[src/rtl/mux_with_default.sv]
// Key-lookup mux: lowest matching table entry wins, else default_out.
// Registered copies of the result plus a sticky duplicate-key flag.
module mux_with_default #(
  parameter int NR_KEY   = 2,
  parameter int KEY_LEN  = 1,
  parameter int DATA_LEN = 32
) (
  input  logic                                  clk,
  input  logic                                  rst_n,
  output logic [DATA_LEN-1:0]                   out,
  input  logic [KEY_LEN-1:0]                    key,
  input  logic [DATA_LEN-1:0]                   default_out,
  input  logic [NR_KEY*(KEY_LEN+DATA_LEN)-1:0]  lut,
  output logic                                  hit,
  output logic                                  multi_hit,
  output logic [DATA_LEN-1:0]                   out_q,
  output logic                                  hit_q,
  output logic                                  multi_hit_err
);

  localparam int P = KEY_LEN + DATA_LEN;

  logic [NR_KEY-1:0]   match;
  logic [NR_KEY-1:0]   first;
  logic [DATA_LEN-1:0] sel;
  logic                seen;
  logic                dup;

  // AND-OR select keeps an unknown key visible instead of masking it
  always_comb begin
    match = '0;
    first = '0;
    sel   = '0;
    seen  = 1'b0;
    dup   = 1'b0;
    for (int i = 0; i < NR_KEY; i++) begin
      match[i] = (lut[i*P+DATA_LEN +: KEY_LEN] == key);
      first[i] = match[i] & ~seen;
      dup      = dup | (match[i] & seen);
      seen     = seen | match[i];
      sel      = sel | (lut[i*P +: DATA_LEN] & {DATA_LEN{first[i]}});
    end
  end

  assign hit       = seen;
  assign multi_hit = dup;
  assign out       = sel | (default_out & {DATA_LEN{~seen}});

  always_ff @(posedge clk or negedge rst_n) begin
    if (!rst_n) begin
      out_q         <= '0;
      hit_q         <= 1'b0;
      multi_hit_err <= 1'b0;
    end else begin
      out_q <= out;
      hit_q <= hit;
      if (multi_hit)
        multi_hit_err <= 1'b1;
    end
  end

endmodule

[config.mk]
export PLATFORM = sky130hd
export DESIGN_NAME = mux_with_default
export DESIGN_NICKNAME = d
export VERILOG_FILES = /design/src/rtl/mux_with_default.sv
export SDC_FILE = /design/constraint.sdc
export NUM_CORES = 1
export LEC_CHECK = 0
export CAP_MARGIN = 40
export CELL_PAD_IN_SITES_DETAIL_PLACEMENT = 0
export CELL_PAD_IN_SITES_GLOBAL_PLACEMENT = 1
export CORE_UTILIZATION = 22
export DETAILED_ROUTE_END_ITERATION = 8
export PLACE_DENSITY = 0.72
export SYNTH_ARGS = -nofsm -noshare
export SYNTH_HDL_FRONTEND = slang
export SYNTH_SLANG_ARGS = --single-unit
[constraint.sdc]
create_clock -name clk -period 1 [get_ports clk]
set_input_delay 0.1 -clock clk [delete_from_list [all_inputs] [get_ports clk]]
set_output_delay 0.1 -clock clk [all_outputs]
set_load 0.02 [all_outputs]
# [Word-level counts from Yosys, hierarchy flattened]
# Cells that the tools add are included.
[classes] eq_ne=2 bitwise_logic=10
[op_table] op="32-bit bitwise AND" count=3
[op_table] op="32-bit OR" count=2
[op_table] op="1-bit bitwise AND" count=2
[op_table] op="1-bit == test" count=2
[op_table] op="1-bit NOT" count=2
[op_table] op="1-bit OR" count=1
[word_totals] inputBits=101 word_cells=15 out_inout_bits=68 register_bits=34

# [Longest topological paths before layout]
[logic_depth] depth_word=6 ltp_mapped=5 depth_no_buf=3

# [Least setup slack after synthesis]
# Ideal clock, no wire load.
[synth_timing] kind="in2reg" startpoint="input lut[65]" endpoint="register out_q[23]" setup_time_ns=0.174 cell_stages=5 required_ns=0.826 setup_slack_ns=-0.364 arrival_time_ns=1.189 path_buffers=2 path_cell_list="buf_2 -> buf_2 -> nor2_1 -> a211o_1 -> a22oi_1"
[synth_via] elab_chain_len=5 elab_cells_between_ends=8 cone_classes="eq/ne (1); bitwise (7)"
[synth_rtl] item="start, declared" line="13" source="input logic [NR_KEY*(KEY_LEN+DATA_LEN)-1:0] lut,"
[synth_rtl] item="1-bit == test *" line="37" source="match[i] = (lut[i*P+DATA_LEN +: KEY_LEN] == key);"
[synth_rtl] item="1-bit bitwise AND or 1-bit OR (tied branches)" line="38, 40"
[synth_rtl] item="32-bit bitwise AND or 1-bit NOT (tied branches)" line="41, 47"
[synth_rtl] item="32-bit OR or 32-bit bitwise AND (tied branches)" line="41, 47"
[synth_rtl] item="32-bit OR *" line="47" source="assign out = sel | (default_out & {DATA_LEN{~seen}});"
[synth_rtl] item="net out[23]" line="10" source="output logic [DATA_LEN-1:0] out,"
[synth_rtl] item="end signal, assigned" line="55" source="out_q <= out;"
[synth_rtl] item="end, declared" line="16" source="output logic [DATA_LEN-1:0] out_q,"
# Mark *: on every way through the listed nets, which the timed path passes. The rest lies on a longest branch.
# A chain may end at the register's enable or synchronous reset.

# [Worst setup path after layout]
[layout_timing] startpoint="input key" endpoint="output out[31]"
[layout_via] elab_chain_len=6 elab_cells_between_ends=11 cone_classes="eq/ne (2); bitwise (9)"
[layout_rtl] item="start, declared" line="11" source="input logic [KEY_LEN-1:0] key,"
[layout_rtl] item="1-bit == test" line="37"
[layout_rtl] item="1-bit NOT" line="38" source="first[i] = match[i] & ~seen;"
[layout_rtl] item="1-bit bitwise AND" line="38"
[layout_rtl] item="32-bit bitwise AND" line="41" source="sel = sel | (lut[i*P +: DATA_LEN] & {DATA_LEN{first[i]}});"
[layout_rtl] item="32-bit OR" line="41"
[layout_rtl] item="32-bit OR *" line="47"
[layout_rtl] item="end, declared" line="10"
# Mark *: on every way between the ends. The rest lies on a longest branch, timed or not.

==> run summary <==
- floorplan die height: 110 um
- top cell types by occurrence after synthesis: sky130_fd_sc_hd__nor2_1 (64), sky130_fd_sc_hd__dfrtp_1 (34), sky130_fd_sc_hd__nand2b_1 (34)
- FF/Latch Area: 851 sq um
- share of final-layout standard cells stronger than drive strength 1: 43.5%
- classification of the worst-slack hold path: in -> reg
- multiplexer fraction of the synthesized cell area: 0.443%
- violations in the final reports: setup timing
- global-route wire length before repair: 18,000 um
- gpl congestion: 0.756
- number of input and output port buffers inserted: 168
- H-Tree Level Count: 2
- crit start category: input pin
- Layout fillers: 1,074
- TritonCTS clock tree: built
- per-instance average area after synthesis: 8.34 sq um
- number of antenna violations at the first check in global routing: 0
- Leakage Power: 2.31 nW
- Avg WL per Cell: 18.3 um
- CTS max path bufs: 2
- worst-case headroom to the max-slew limit: 78.6%
- number of core rows: 38
- # clock sinks: 34
- total number of nets in the final design: 595
- time the worst path needs with I/O delays and setup: 1.28 ns
- Die ar.: 12,000 sq um
- cells taking the most area after synthesis: sky130_fd_sc_hd__dfrtp_1 (33%), sky130_fd_sc_hd__a211o_1 (11%), sky130_fd_sc_hd__a22oi_1 (9.4%), sky130_fd_sc_hd__nor2_1 (9.4%), sky130_fd_sc_hd__o311ai_0 (9.3%)
- maximum VDD drop: 558 uV
- final setup margin: -0.276 ns
- adder-cell area share of the yosys netlist: 0%
- number of global-route vias before repair: 3,460
- TritonCTS buffer count: 5
- area share of the largest cell type after synthesis: 33.5%
- CTS clock-pin slew for the worst setup and hold paths: 0.06 ns
- setup repair after global routing missed its margin: true
- dominant combinational cell family by area after synthesis: compound AO/OA/AOI/OAI gates
- number of failing setup endpoints in the final timing report: 37
- final count of pins violating max slew: 0
- core footprint: 11,000 sq um
- MaxCap Viol Count: 0
- DR DRC count: 0
- critical path arrival: 1.18 ns
- dominant cell type by area after synthesis: sky130_fd_sc_hd__dfrtp_1
- post-synthesis cell area: 2540 sq um
- #FFs+latches synth: 34
- Final Hold Vio Count: 0
- compound-gate portion of the synthesized area: 39.4%
- GRT Util Overall: 20.0%
- Post-DP HPWL: 7180 um
- maximum number of pins on one net before global-route repair: 35
- area occupied by multi-input gates: 2080 sq um
- Least-Margin Pin Slew: 0.316 ns
- synthesized netlist cell count: 305
- most used standard cell by instance count after synthesis: sky130_fd_sc_hd__nor2_1
- Initial DRT Pass Iterations: 4
- die extent in x: 110 um
- WL final: 11,600 um
- Antenna Cells: 0
- via count: 3,244
- remaining antenna violation count after routing: 0
- DR iter-0 viols: 114
- clock latency reported for the late side of the worst-skew pair: 0.29 ns
- simple-gate share of the synthesized area: 18.7%
- post-synthesis async set-or-reset flop share: 100%
- ratio of total power to cell area: 1070 nW/um^2
- result of the run: finished with violations
- # IOs: 169
- maximum clock rate: 784 MHz
- highest net fanout along the worst path: 8
- Initial Utilization: 23.0%
- Area growth, synth to finish: 112%
- number of enable-type register cells in the synthesized netlist: 0
- aggregate global routing overflow: 0
- number of nets in the synthesized netlist: 406
- Tcrit/Tclk final: 128%
- post-DR vias/cell: 5.12
- Crit path required time: 0.90 ns
- Critical Path Sink Type: output pin
- worst slack at placement: -0.902 ns
- overall power: 5.74 mW
- kind of critical path: in -> out
- count of unique library cells instantiated by Yosys: 18
- flip-flop cell with the highest count after synthesis: sky130_fd_sc_hd__dfrtp_1
- number of warnings reported in the yosys synthesis log: 0
- Worst Skew: 0 ns
- proportion of synthesized chip area in sequential cells: 33.5%
- share of the synthesized netlist area taken by xor and xnor gates: 0%
- clock tree root buffer cell: sky130_fd_sc_hd__clkbuf_16
## report_power, final
part           internal (mW)  total [mW]  switching [mW]
combinational           1.31        2.64            1.33
clock                  0.913        1.55           0.636
sequential              1.52        1.55          0.0294
total                   3.74        5.74            2.00
## per-layer routing
metal  track usage (%)  vias up  routed length (um)
met2              36.3      100                5900
met5                 0        -                   0
li1                  -     1559                   -
met3              4.51       10                 751
met4              6.48        0                 146
met1              23.0     1575                4800
## kinds of logic (layout without fill, tap and decap cells)
family | count (synthesis) | in the layout
and+or+nand+nor | 102 | 102
DFF | 34 | 34
AOI/OAI and AO/OA | 128 | 128
buffers and inverters | 40 | 229
muxes | 1 | 1
## registers in the layout (all words and copies together), names as in the netlist
register       count
hit_q              1
multi_hit_err      1
out_q             32
## cells in the final DEF, fill, tap and decap left out, drive strengths merged
cell and instances:
bufbuf 1, nand2 1, mux2 1, nor2 64, nand2b 34, a22oi 32, nand3 1, clkdlybuf4s50 27
or3 1, clkbuf 7, o311ai 32, dlygate4sd3 1, or2 1, dlymetal6s2s 2, a211o 32, o22ai 32
dlygate4sd2 67, dfrtp 34, buf 124
## path summary, 6_finish.rpt
kind / from / end / slack [ns] / cells past startpoint
max: key / out[31] / -0.28 / 7
min: lut[44] / out_q[11] / 0.22 / 3
min in group asynchronous: rst_n / out_q[8] / 0.31 / 3
max reg2reg: multi_hit_err / multi_hit_err / 0.23 / 1
max in group asynchronous: rst_n / out_q[24] / 0.50 / 3
min reg2reg: multi_hit_err / multi_hit_err / 0.47 / 1
## through the flow
| step | TNS, ns | cells | cell area, sq um | hold WS (ns) | util, % |
|---|---|---|---|---|---|
| detailed placement | -36.54 | 612 | 4760 | 0.0880 | 43.1 |
| global placement | -35.67 | 612 | 4760 | 0.0857 | 43.1 |
| finish | -8.66 | 634 | 5380 | 0.220 | 48.8 |
| CTS | -9.57 | 636 | 5290 | 0.224 | 48.0 |
| global route | -10.78 | 634 | 5380 | 0.237 | 48.8 |
| floorplan | -4.86 | 305 | 2820 | -0.196 | - |
## worst max-delay path, cell delays in order
cell and delay (ns):
sky130_fd_sc_hd__buf_12 0.13, sky130_fd_sc_hd__buf_6 0.11, sky130_fd_sc_hd__nand2b_4 0.22, sky130_fd_sc_hd__buf_16 0.19, sky130_fd_sc_hd__o22ai_2 0.08, sky130_fd_sc_hd__a22oi_2 0.16
sky130_fd_sc_hd__buf_4 0.17
## final cells by class
| class | count | area share (%) |
|---|---|---|
| Timing Repair Buffer | 222 | 39.9 |
| Multi-Input combinational cell | 231 | 38.6 |
| Sequential cell | 34 | 15.8 |
| Tap cell | 140 | 3.25 |
| Clock buffer | 7 | 2.46 |
## repair_timing
item / CTS / global route
setup endpoints to repair: 70 / 42
hold buffers: 1 / 0
pin swaps: 58 / 2
resized for setup: 457 / 24
buffers inserted: 8 / 0
cloned: 8 / 0
endpoints found under the hold margin: 34 / 0
(Power assumes the default switching activity.)
